[src/rtl/uart_rx.sv]
// uart_rx: 8N1 serial receiver with a 2-flop input synchronizer and a buffered output.
// Define UART_RX_FIFO_EN to use a FIFO_DEPTH-entry FWFT FIFO; otherwise a single holding register.
module uart_rx #(
    parameter int CLKS_PER_BIT = 68,
    parameter int FIFO_DEPTH   = 4
) (
    input  logic       clk,
    input  logic       rst_n,
    input  logic       rx,
    output logic [7:0] rx_data,
    output logic       rx_valid,
    input  logic       rx_ready,
    output logic       frame_err,
    output logic       overrun
);
    localparam logic [15:0] BIT_LAST  = 16'(CLKS_PER_BIT - 1);
    localparam logic [15:0] HALF_LAST = 16'(CLKS_PER_BIT / 2 - 1);

    typedef enum logic [1:0] {
        IDLE,
        START,
        DATA,
        STOP
    } state_t;

    if (CLKS_PER_BIT < 4 || CLKS_PER_BIT > 65535 || FIFO_DEPTH < 2 || FIFO_DEPTH > 16 ||
        (FIFO_DEPTH & (FIFO_DEPTH - 1)) != 0) begin : g_bad_params
        $error("uart_rx: CLKS_PER_BIT or FIFO_DEPTH out of range");
    end

    state_t      state;
    logic [15:0] cnt;
    logic [2:0]  bit_idx;
    logic [7:0]  shift;
    logic        rx_meta;
    logic        rx_s;
    logic        rx_prev;
    logic        stop_done;
    logic        deliver;
    logic        accept;

    assign stop_done = (state == STOP) && (cnt == BIT_LAST);
    assign deliver   = stop_done && rx_s;
    assign accept    = rx_valid && rx_ready;

    // Receive FSM; rx_prev makes a held-low line wait for a fresh falling edge.
    always_ff @(posedge clk or negedge rst_n) begin
        if (!rst_n) begin
            rx_meta   <= 1'b1;
            rx_s      <= 1'b1;
            rx_prev   <= 1'b1;
            state     <= IDLE;
            cnt       <= '0;
            bit_idx   <= '0;
            shift     <= '0;
            frame_err <= 1'b0;
        end else begin
            // NOTE: non-blocking assignments let every flop here sample pre-edge values, so
            // the synchronizer chain and FSM behave as registers regardless of statement order.
            rx_meta   <= rx;
            rx_s      <= rx_meta;
            rx_prev   <= rx_s;
            frame_err <= stop_done && !rx_s;
            case (state)
                IDLE: begin
                    if (rx_prev && !rx_s) begin
                        state <= START;
                        cnt   <= '0;
                    end
                end
                START: begin
                    if (cnt == HALF_LAST) begin
                        cnt     <= '0;
                        bit_idx <= '0;
                        state   <= rx_s ? IDLE : DATA;
                    end else begin
                        cnt <= cnt + 16'd1;
                    end
                end
                DATA: begin
                    if (cnt == BIT_LAST) begin
                        cnt            <= '0;
                        shift[bit_idx] <= rx_s;
                        if (bit_idx == 3'd7) state <= STOP;
                        else bit_idx <= bit_idx + 3'd1;
                    end else begin
                        cnt <= cnt + 16'd1;
                    end
                end
                STOP: begin
                    if (cnt == BIT_LAST) begin
                        cnt   <= '0;
                        state <= IDLE;
                    end else begin
                        cnt <= cnt + 16'd1;
                    end
                end
                default: state <= IDLE;
            endcase
        end
    end

`ifdef UART_RX_FIFO_EN
    localparam int PTR_W = $clog2(FIFO_DEPTH);

    logic [7:0]     mem [FIFO_DEPTH];
    logic [PTR_W:0] wr_ptr;
    logic [PTR_W:0] rd_ptr;
    logic [PTR_W:0] used;
    logic           full;
    logic           push;

    // Extra pointer bit separates full from empty when the index bits match.
    assign used     = wr_ptr - rd_ptr;
    assign full     = (used == (PTR_W + 1)'(FIFO_DEPTH));
    assign push     = deliver && (!full || accept);
    assign rx_valid = (wr_ptr != rd_ptr);
    assign rx_data  = rx_valid ? mem[rd_ptr[PTR_W-1:0]] : 8'h00;

    // NOTE: the storage array has no reset; rx_data is masked while empty, so stale
    // entries are never visible and the array can map onto plain registers or RAM.
    always_ff @(posedge clk) begin
        if (push) mem[wr_ptr[PTR_W-1:0]] <= shift;
    end

    always_ff @(posedge clk or negedge rst_n) begin
        if (!rst_n) begin
            wr_ptr  <= '0;
            rd_ptr  <= '0;
            overrun <= 1'b0;
        end else begin
            overrun <= deliver && !push;
            if (push)   wr_ptr <= wr_ptr + 1'b1;
            if (accept) rd_ptr <= rd_ptr + 1'b1;
        end
    end
`else
    always_ff @(posedge clk or negedge rst_n) begin
        if (!rst_n) begin
            rx_data  <= 8'h00;
            rx_valid <= 1'b0;
            overrun  <= 1'b0;
        end else begin
            overrun <= 1'b0;
            if (deliver && (!rx_valid || accept)) begin
                rx_data  <= shift;
                rx_valid <= 1'b1;
            end else begin
                if (accept)  rx_valid <= 1'b0;
                if (deliver) overrun  <= 1'b1;
            end
        end
    end
`endif

endmodule

[config.mk]
export PLATFORM = sky130hd
export DESIGN_NAME = uart_rx
export DESIGN_NICKNAME = d
export VERILOG_FILES = /design/src/rtl/uart_rx.sv
export SDC_FILE = /design/constraint.sdc
export NUM_CORES = 1
export LEC_CHECK = 0
export ABC_AREA = 1
export BUFFER_PORTS_ARGS = -buffer_cell sky130_fd_sc_hd__clkbuf_2
export CORE_ASPECT_RATIO = 1.25
export CORE_MARGIN = 10
export CORE_UTILIZATION = 50
export CTS_CLUSTER_SIZE = 12
export DETAILED_ROUTE_END_ITERATION = 8
export PLACE_DENSITY = 0.71
export SKIP_CTS_REPAIR_TIMING = 1
export SLEW_MARGIN = 20
export SYNTH_ARGS = -nofsm -noshare
export SYNTH_HDL_FRONTEND = slang
export SYNTH_SLANG_ARGS = --single-unit
[constraint.sdc]
create_clock -name clk -period 1.4 [get_ports clk]
set_input_delay 0.14 -clock clk [delete_from_list [all_inputs] [get_ports clk]]
set_output_delay 0.14 -clock clk [all_outputs]
set_load 0.01 [all_outputs]
# After elaboration in Yosys (flattened, before gate mapping)
# Index checks and enable logic that the tools add are counted.
# classes
n_addsub	2
reduce_logical	17
order_cmp	2
n_eq_ne	12
muxes	22
# op_table
op	n
16-bit 2-to-1 mux	3
16-bit case mux with 3 select lines	1
16-bit by 1-bit adder with 16-bit output, second input constant	1
16-bit by 6-bit equality test with 1-bit output, second input constant	1
16-bit by 7-bit equality test with 1-bit output, second input constant	1
2-bit 2-to-1 mux	6
2-bit != test, second input constant	5
3-bit 2-to-1 mux	3
8-bit bitwise mux	1
2-bit case mux with 4 select lines	1
1-bit logical AND	7
3-bit case mux with 2 select lines	1
1-bit 2-to-1 mux	5
5-bit AND reduction	1
2-bit equality test, second input constant	2
3-bit by 4-bit less-than comparator with 1-bit output, second input constant	1
4-bit AND reduction	1
2-bit nonzero test	2
3-bit by 1-bit adder with 3-bit output, second input constant	1
1-bit demux with 3-bit select	1
3-bit equality test, second input constant	1
3-bit by 1-bit greater-or-equal comparator with 1-bit output, second input constant	1
2-bit by 1-bit equality test with 1-bit output, second input constant	1
1-bit logical NOT	2
other kinds (5)	5
# totals
elab_cells	66
register_bits	43
inputBits	4

# Depth between registers and ports, before layout
# Gate-level depths: netlist of the first run.
# logic_depth
ltp_word	5
mapped_depth	11
mapped_depth_nobuf	11

# Worst setup path before layout of the first run
# OpenSTA, ideal clock, no wires.
# synth_path
path_kind	flip-flop to flip-flop
from	register cnt[0]
to	register bit_idx[0]
arrival_ps	1347
setup_slack_ps	-64
stages_incl_launch_ff	11
path_buffers	0
cell_sequence	dfrtp_1 -> ha_1 -> nand3_1 -> nor2_4 -> nand2_2 -> nand2_1 -> nand2_2 -> inv_2 -> nand2_2 -> nand2_1 -> nand2_1
# synth_via
elab_chain_len	3
# synth_rtl
element	line_no	text
from (decl)	32	logic [15:0] cnt;
from (signal assigned)	77	cnt <= cnt + 16'd1;
from (signal assigned)	87	cnt <= cnt + 16'd1;
from (signal assigned)	95	cnt <= cnt + 16'd1;
16-bit by 6-bit equality test with 1-bit output or 16-bit by 7-bit equality test with 1-bit output (tied branches)	72, 81	
2-bit != test (no source line)	n/a	
4-bit AND reduction (no source line) (*)	n/a	
to (signal assigned)	85	else bit_idx <= bit_idx + 3'd1;
to (decl)	33	logic [2:0] bit_idx;
# Every way passes the cells marked *; elsewhere a longest branch is shown, timed or not.
# A chain may end at the register's enable or synchronous reset.

# Worst setup path after layout of the first run
# layout_path
from	register cnt[0]
to	register shift[6]
# layout_via
elab_chain_len	2
# layout_rtl
element	line_no	text
16-bit by 7-bit equality test with 1-bit output	81	if (cnt == BIT_LAST) begin
2-bit AND reduction (no source line)	n/a	
to (signal, indexed assignment)	83	shift[bit_idx] <= rx_s;
to (decl)	34	logic [7:0] shift;
# No other way between the ends.

==> summary.txt, run 1 <==
Status
  – Status: finished, violations left
  – Violated checks: negative setup slack

Timing
  – Tightest Pin Transition: 0.4325 ns
  – Max-slew headroom: 0.7116
  – Final worst setup slack: -0.1372 ns
  – Final setup viols: 38
  – Post-route setup TNS: -3.167 ns
  – Final Hold Vio Count: 0
  – Tcrit/Tclk final: 1.098
  – RSZ-0062 raised after global routing: yes
  – Final min period: 1.537 ns
  – Slew Limit Fails: 0
  – Clock Skew: 0.01051 ns
  – Fmax: 0.6505 GHz

Min path
  – Worst hold path type: input pin to async pin

Setup path
  – Worst R2R End: shift[6]$_DFFE_PN0P_
  – R2r startpoint: cnt[0]$_DFFE_PN0N_
  – CP Class: flip-flop to flip-flop
  – Reg2Reg Setup Slack: -0.14 ns
  – Worst setup SP type: flip-flop
  – Crit end category: flip-flop
  – WP data required: 1.57 ns
  – Worst reg2reg path depth: 8
  – Worst EP arrival: 1.71 ns
  – CP Max Fanout: 8
  – Crit path from: cnt[0]$_DFFE_PN0N_

Logic synthesis
  – Prevailing post-synth register cell: dfrtp_1
  – Top cells by count, synth: nand2_1 (74), dfrtp_1 (40), nor2_1 (30)
  – Post-synth EDFFs: 0
  – Most common cell in the netlist: nand2_1
  – Flops & latches, synth: 43
  – Async SR Flop Fraction: 1.000
  – Synth Instances: 275
  – Synth Cell Area: 0.002227 mm²
  – Yosys top cell by area: dfrtp_1
  – Unique cell type count in the Yosys netlist: 29
  – Syn. warnings: 0
  – Synth top area cells: dfrtp_1 (45%), nand2_1 (12%), nand3_1 (6.3%)
  – Post-synthesis sequential area ratio: 0.4848
  – Mean Syn Cell Area: 8.099 µm²
  – Area share of the largest cell type after synthesis: 0.4494
  – Syn nets: 283

Placed design
  – Hpwl dp: 3442 µm
  – Routability congestion estimate: 0.8348
  – Post-DP Area: 0.002580 mm²
  – IO buf count: 14

Power
  – Power per cell area: 1384 mW/mm²
  – Leak: 1.453 nW
  – Peak VDD IR: 0.8891 mV
  – Total power: 4.190 mW

Floorplan
  – Die W: 79.70 µm
  – Row cnt: 27
  – Num ports: 15
  – Starting Density: 0.5111
  – Die area: 0.007541 mm²
  – Die Ht: 94.62 µm
  – Core area: 0.004358 mm²

GRT
  – First-pass GRT wire length: 7845 µm
  – GR Util met3: 0.03707
  – Grt peak-use layer: met2
  – Vias in the first global route: 1,735
  – Initial antenna violation count: 0
  – Met2 usage in global routing: 0.2162
  – Total grt overflow: 0
  – Largest net degree at the start of global routing: 29
  – GRT met1 Usage: 0.1528
  – GRT Util Overall: 0.1281

Clock network
  – CTS tree: yes
  – CTS clk-pin slew, worst paths: 0.09 ns
  – H-tree levels: 2
  – CTS Buffer Depth: 2
  – TritonCTS Sinks: 43
  – Number of clock buffers inserted by TritonCTS: 5
  – Worst skew pair latency: 0.30 ns
  – Root buffer cell: clkbuf_8

Route
  – Vias: 1,980
  – Post-route ant nets: 0
  – Number of DRC markers in iteration 0: 129
  – Vias/cell: 5.090
  – Post-DR wirelength/cell: 13.91 µm
  – Routed wire length: 5411 µm
  – First drt pass iteration count: 6
  – DRC: 0

Run
  – Max_cap viols: 0

Layout
  – Fillers: 318
  – Design area: 0.003028 mm²
  – ANT cells: 0
  – Synthesis-to-finish area growth: 35.95%
  – Share of cells above drive strength 1: 0.3897
  – Nets: 338
==> power by group <==
part	switching (mW)	total [mW]	internal, mW
logic	1.10	1.77	0.667
registers	0.0938	1.44	1.35
clock network	0.447	0.979	0.532
==> layout make-up <==
| cell class | instances | area (µm²) | area share |
|---|---|---|---|
| multi-input combinational | 196 | 1254 | 0.4140 |
| sequential | 43 | 1081 | 0.3570 |
| timing repair buffer | 51 | 369.1 | 0.1219 |
| inverter | 33 | 138.9 | 0.04587 |
| tap | 58 | 72.57 | 0.02397 |
| clock buffer | 5 | 68.82 | 0.02273 |
| clock inverter | 3 | 43.79 | 0.01446 |
==> cells by family (layout without fill, tap and decap cells) <==
kind of cell | Yosys count | after routing | share of synthesized area
flip-flops | 43 | 43 | 0.4848
AND/OR/NAND/NOR | 156 | 157 | 0.3309
AO/OA/AOI/OAI | 28 | 28 | 0.06855
XOR/XNOR | 7 | 7 | 0.02753
adder cells (fa/ha/maj) | 4 | 4 | 0.02247
buffers and inverters | 37 | 92 | 0.06573
==> per-stage QoR <==
step	setup WS, ns	cells	util	hold slack, ns
floorplan	-0.006951	275	-	-0.1556
detailed placement	-0.1149	371	0.5920	0.09678
global placement	-0.1132	371	0.5920	0.09504
finish	-0.1372	389	0.6948	0.3017
global route	-0.2401	389	0.6948	0.3343
CTS	-0.1488	379	0.6179	-0.2257
==> worst max-delay path: stages (launching register included) <==
cell and delay [ns]:
dfrtp_1 0.43, ha_4 0.19, nand3_2 0.08, nor2_4 0.16, nand2_4 0.10, nor2_4 0.17
nand3_1 0.13, nand2_1 0.09, o21ai_1 0.07
==> flip-flops by register name, indices dropped and copies added (netlist names), named ones only <==
name,cells
cnt,16
rx_data,8
shift,8
bit_idx,3
frame_err,1
overrun,1
rx_meta,1
rx_prev,1
rx_s,1
rx_valid,1
state,1
==> how the worst max path moves through the flow <==
| stage | endpoint |
|---|---|
| floorplan | rx_data[0]$_DFFE_PN0P_ |
| global placement | cnt[13]$_DFFE_PN0N_ |
| detailed placement | cnt[2]$_DFFE_PN0N_ |
| CTS | cnt[13]$_DFFE_PN0N_ |
| global route | shift[6]$_DFFE_PN0P_ |
| finish | shift[6]$_DFFE_PN0P_ |
==> per-layer routing <==
| layer | up-vias | share of wire |
|---|---|---|
| met5 | - | 0 |
| met4 | 0 | 0.0096 |
| met3 | 7 | 0.041 |
| met2 | 35 | 0.52 |
| met1 | 950 | 0.42 |
| li1 | 988 | - |
==> cells in the final DEF (no fill, tap or decap), types with 3 or more instances in the layout <==
| cell | count |
|---|---|
| clkbuf_2 | 14 |
| nand3_2 | 6 |
| nand2_1 | 61 |
| nand4_1 | 3 |
| nand3_1 | 21 |
| inv_1 | 27 |
| nor2_1 | 20 |
| o22ai_2 | 4 |
| nor2_4 | 5 |
| buf_4 | 33 |
| nand2_4 | 8 |
| nor2_2 | 11 |
| dfrtp_1 | 39 |
| nand2_2 | 12 |
| xor2_1 | 6 |
| clkbuf_8 | 5 |
| dfstp_2 | 3 |
| o21ai_1 | 9 |
| inv_2 | 4 |
| o21ai_2 | 6 |
(Power assumes the default switching activity.)
==> run 2, diff against run 1 <==
CORE_MARGIN = 5   (was 10)
==> run 2 against run 1 <==
  * The run still ends with negative setup slack left
  * Via count decreased by 2.4%
  * Sequential power barely moved
  * Count of clock-buffer cells in the layout did not move
  * Flip-flop and latch count stayed put
  * Clock power down 16%
  * Hold slack better by 0.039 ns
  * Register-to-register slack is essentially flat
  * Clock skew is 0.0032 ns lower
  * Largest power group is now sequential cells
  * Sequential share of layout area up 2.4 points
  * Critical path depth unchanged
==> summary.txt, run 2 (same netlist as run 1, synthesis figures left out) <==
Status
  – Status: finished, violations left
  – Violated checks: negative setup slack

Floorplan
  – Num ports: 15 (unchanged)
  – Starting Density: 0.5111 (unchanged)
  – Die Ht: 84.62 µm (-11%)
  – Die area: 0.005898 mm² (-22%)
  – Core area: 0.004358 mm² (unchanged)
  – Row cnt: 27 (unchanged)
  – Die W: 69.70 µm (-13%)

Clock network
  – CTS tree: yes
  – Root buffer cell: clkbuf_8
  – Number of clock buffers inserted by TritonCTS: 5 (unchanged)
  – TritonCTS Sinks: 43 (unchanged)
  – CTS clk-pin slew, worst paths: 0.09 ns (about the same)
  – H-tree levels: 2 (unchanged)
  – CTS Buffer Depth: 2 (unchanged)
  – Worst skew pair latency: 0.30 ns (about the same)

Timing
  – Tightest Pin Transition: 0.4680 ns (+0.03545 ns)
  – RSZ-0062 raised after global routing: yes
  – Max-slew headroom: 0.6873 (-0.02439)
  – Post-route setup TNS: -2.889 ns (+0.2780 ns)
  – Final setup viols: 38 (unchanged)
  – Fmax: 0.6553 GHz (+0.73%)
  – Final min period: 1.526 ns (-0.01120 ns)
  – Slew Limit Fails: 0 (unchanged)
  – Clock Skew: 0.007266 ns (-0.003241 ns)
  – Tcrit/Tclk final: 1.090 (-0.008003)
  – Final Hold Vio Count: 0 (unchanged)
  – Final worst setup slack: -0.1260 ns (+0.01120 ns)

Setup path
  – Worst EP arrival: 1.71 ns (about the same)
  – Worst setup SP type: flip-flop
  – CP dominant cell by count: inv_1
  – Worst reg2reg path depth: 8 (unchanged)
  – CP Buf/Inv Count: 2 (+2)
  – Worst stage delay on the critical path: 0.41 ns (-0.02 ns)
  – CP Class: flip-flop to flip-flop
  – Reg2Reg Setup Slack: -0.13 ns (about the same)
  – CP max stage cell: dfrtp_1
  – Critical-path cell list: ha_4, nand3_1, inv_1, nand2_1, nor2_2, inv_1, o211ai_1, o21ai_1
  – CP Max Fanout: 3 (-5)
  – WP data required: 1.59 ns (+0.02 ns)
  – Worst R2R End: cnt[10]$_DFFE_PN0N_
  – R2r startpoint: cnt[1]$_DFFE_PN0N_
  – Crit end category: flip-flop
  – Largest delay share family, worst path: flip-flops

Layout
  – Largest register FFs: 16 (unchanged)
  – ANT cells: 0 (unchanged)
  – Biggest regs: cnt: 16 flops, rx_data: 8 flops, shift: 8 flops
  – Most common cell after layout, fill and taps aside: nand2_1
  – Synthesis-to-finish area growth: 27.36%
  – Reg with most FFs: cnt
  – Leading cell types in the layout, fill and taps excluded: nand2_1 (67), dfrtp_1 (39), inv_1 (29), buf_4 (28), nor2_1 (27)
  – Design area: 0.002836 mm² (-6.3%)
  – Nets: 336 (-0.59%)
  – Share of cells above drive strength 1: 0.3040 (-0.08578)
  – Final Non-Filler Cells: 387 (-0.51%)

Placed design
  – Hpwl dp: 3447 µm (+0.16%)
  – IO buf count: 14 (unchanged)
  – Placed cell count: 374 (+0.81%)
  – Pre-CTS WS: -0.1272 ns (-0.01228 ns)
  – Routability congestion estimate: 0.9405 (+13%)
  – Post-DP Area: 0.002603 mm² (+0.87%)

Route
  – First drt pass iteration count: 4 (-2)
  – Routed wire length: 4751 µm (-12%)
  – Vias/cell: 4.992 (-1.9%)
  – Post-DR wirelength/cell: 12.28 µm (-12%)
  – Post-route ant nets: 0 (unchanged)
  – DRC: 0 (unchanged)
  – Number of DRC markers in iteration 0: 72 (-44%)
  – Vias: 1,932 (-2.4%)

Min path
  – Worst hold path type: input pin to async pin

Power
  – Peak VDD IR: 0.9413 mV (+5.9%)
  – Leak: 1.395 nW (-4.0%)
  – Total power: 3.516 mW (-16%)
  – Power per cell area: 1239 mW/mm² (-10%)

GRT
  – Vias in the first global route: 1,818 (+4.8%)
  – Total grt overflow: 0 (unchanged)
  – Grt peak-use layer: met2
  – First-pass GRT wire length: 7990 µm (+1.8%)
  – Largest net degree at the start of global routing: 44 (+52%)
  – Met2 usage in global routing: 0.2986 (+0.08239)
  – GRT Util Overall: 0.1666 (+0.03847)
  – Initial antenna violation count: 0 (unchanged)
  – GR Util met3: 0.03832 (+0.001251)
  – GRT met1 Usage: 0.1955 (+0.04262)

Run
  – Max_cap viols: 0 (unchanged)
run 2: changes by cell type in the layout (fill, tap and decap cells not counted), sizes merged:
cell	previous run	this run
buf	35	32
clkinv	3	0
clkinvlp	0	2
inv	32	34
bufinv	1	0
nand2	82	83
run 2: stage by stage:
step                      hold slack (ns)    util
after detailed placement           0.1384  0.5972
after global placement             0.1374  0.5972
after floorplan                   -0.1556       -
after CTS                         -0.1868  0.6184
final                              0.3411  0.6509
after global routing               0.3677  0.6509
run 2: area by class of cell:
class	count	area, µm²
Inverter	33	126.4
Clock inverter	3	23.77
Sequential cell	43	1081
Tap cell	58	72.57
Clock buffer	5	68.82
Timing Repair Buffer	48	354.1
Multi-Input combinational cell	197	1110
Fill cell	356	1521
run 2: how the worst max path moves through the flow:
stage	from	to	slack, ns	cells past startpoint
6_report	cnt[1]$_DFFE_PN0N_	cnt[10]$_DFFE_PN0N_	-0.13	8
5_1_grt	cnt[1]$_DFFE_PN0N_	shift[4]$_DFFE_PN0P_	-0.24	8
4_1_cts	cnt[1]$_DFFE_PN0N_	cnt[10]$_DFFE_PN0N_	-0.14	8
3_5_place_dp	cnt[1]$_DFFE_PN0N_	cnt[10]$_DFFE_PN0N_	-0.13	8
3_3_place_gp	cnt[1]$_DFFE_PN0N_	cnt[10]$_DFFE_PN0N_	-0.12	8
2_1_floorplan	cnt[0]$_DFFE_PN0N_	rx_data[0]$_DFFE_PN0P_	-0.007	8
run 2: per-layer routing:
layer,up-vias,share of wire
met2,41,0.50
met5,-,0
met3,9,0.045
met4,0,0.023
met1,894,0.43
li1,988,-
run 2: tightest hold or removal path, cell delays in order:
cell and delay, ns:
dlygate4sd3_1 0.52, clkbuf_2 0.12, buf_12 0.23
run 2: power by group:
part / switching (mW) / internal [mW] / leakage (nW) / total [mW]
combinational: 0.797 / 0.467 / 0.773 / 1.26
clock: 0.464 / 0.357 / 0.0408 / 0.821
sequential: 0.0842 / 1.35 / 0.580 / 1.43
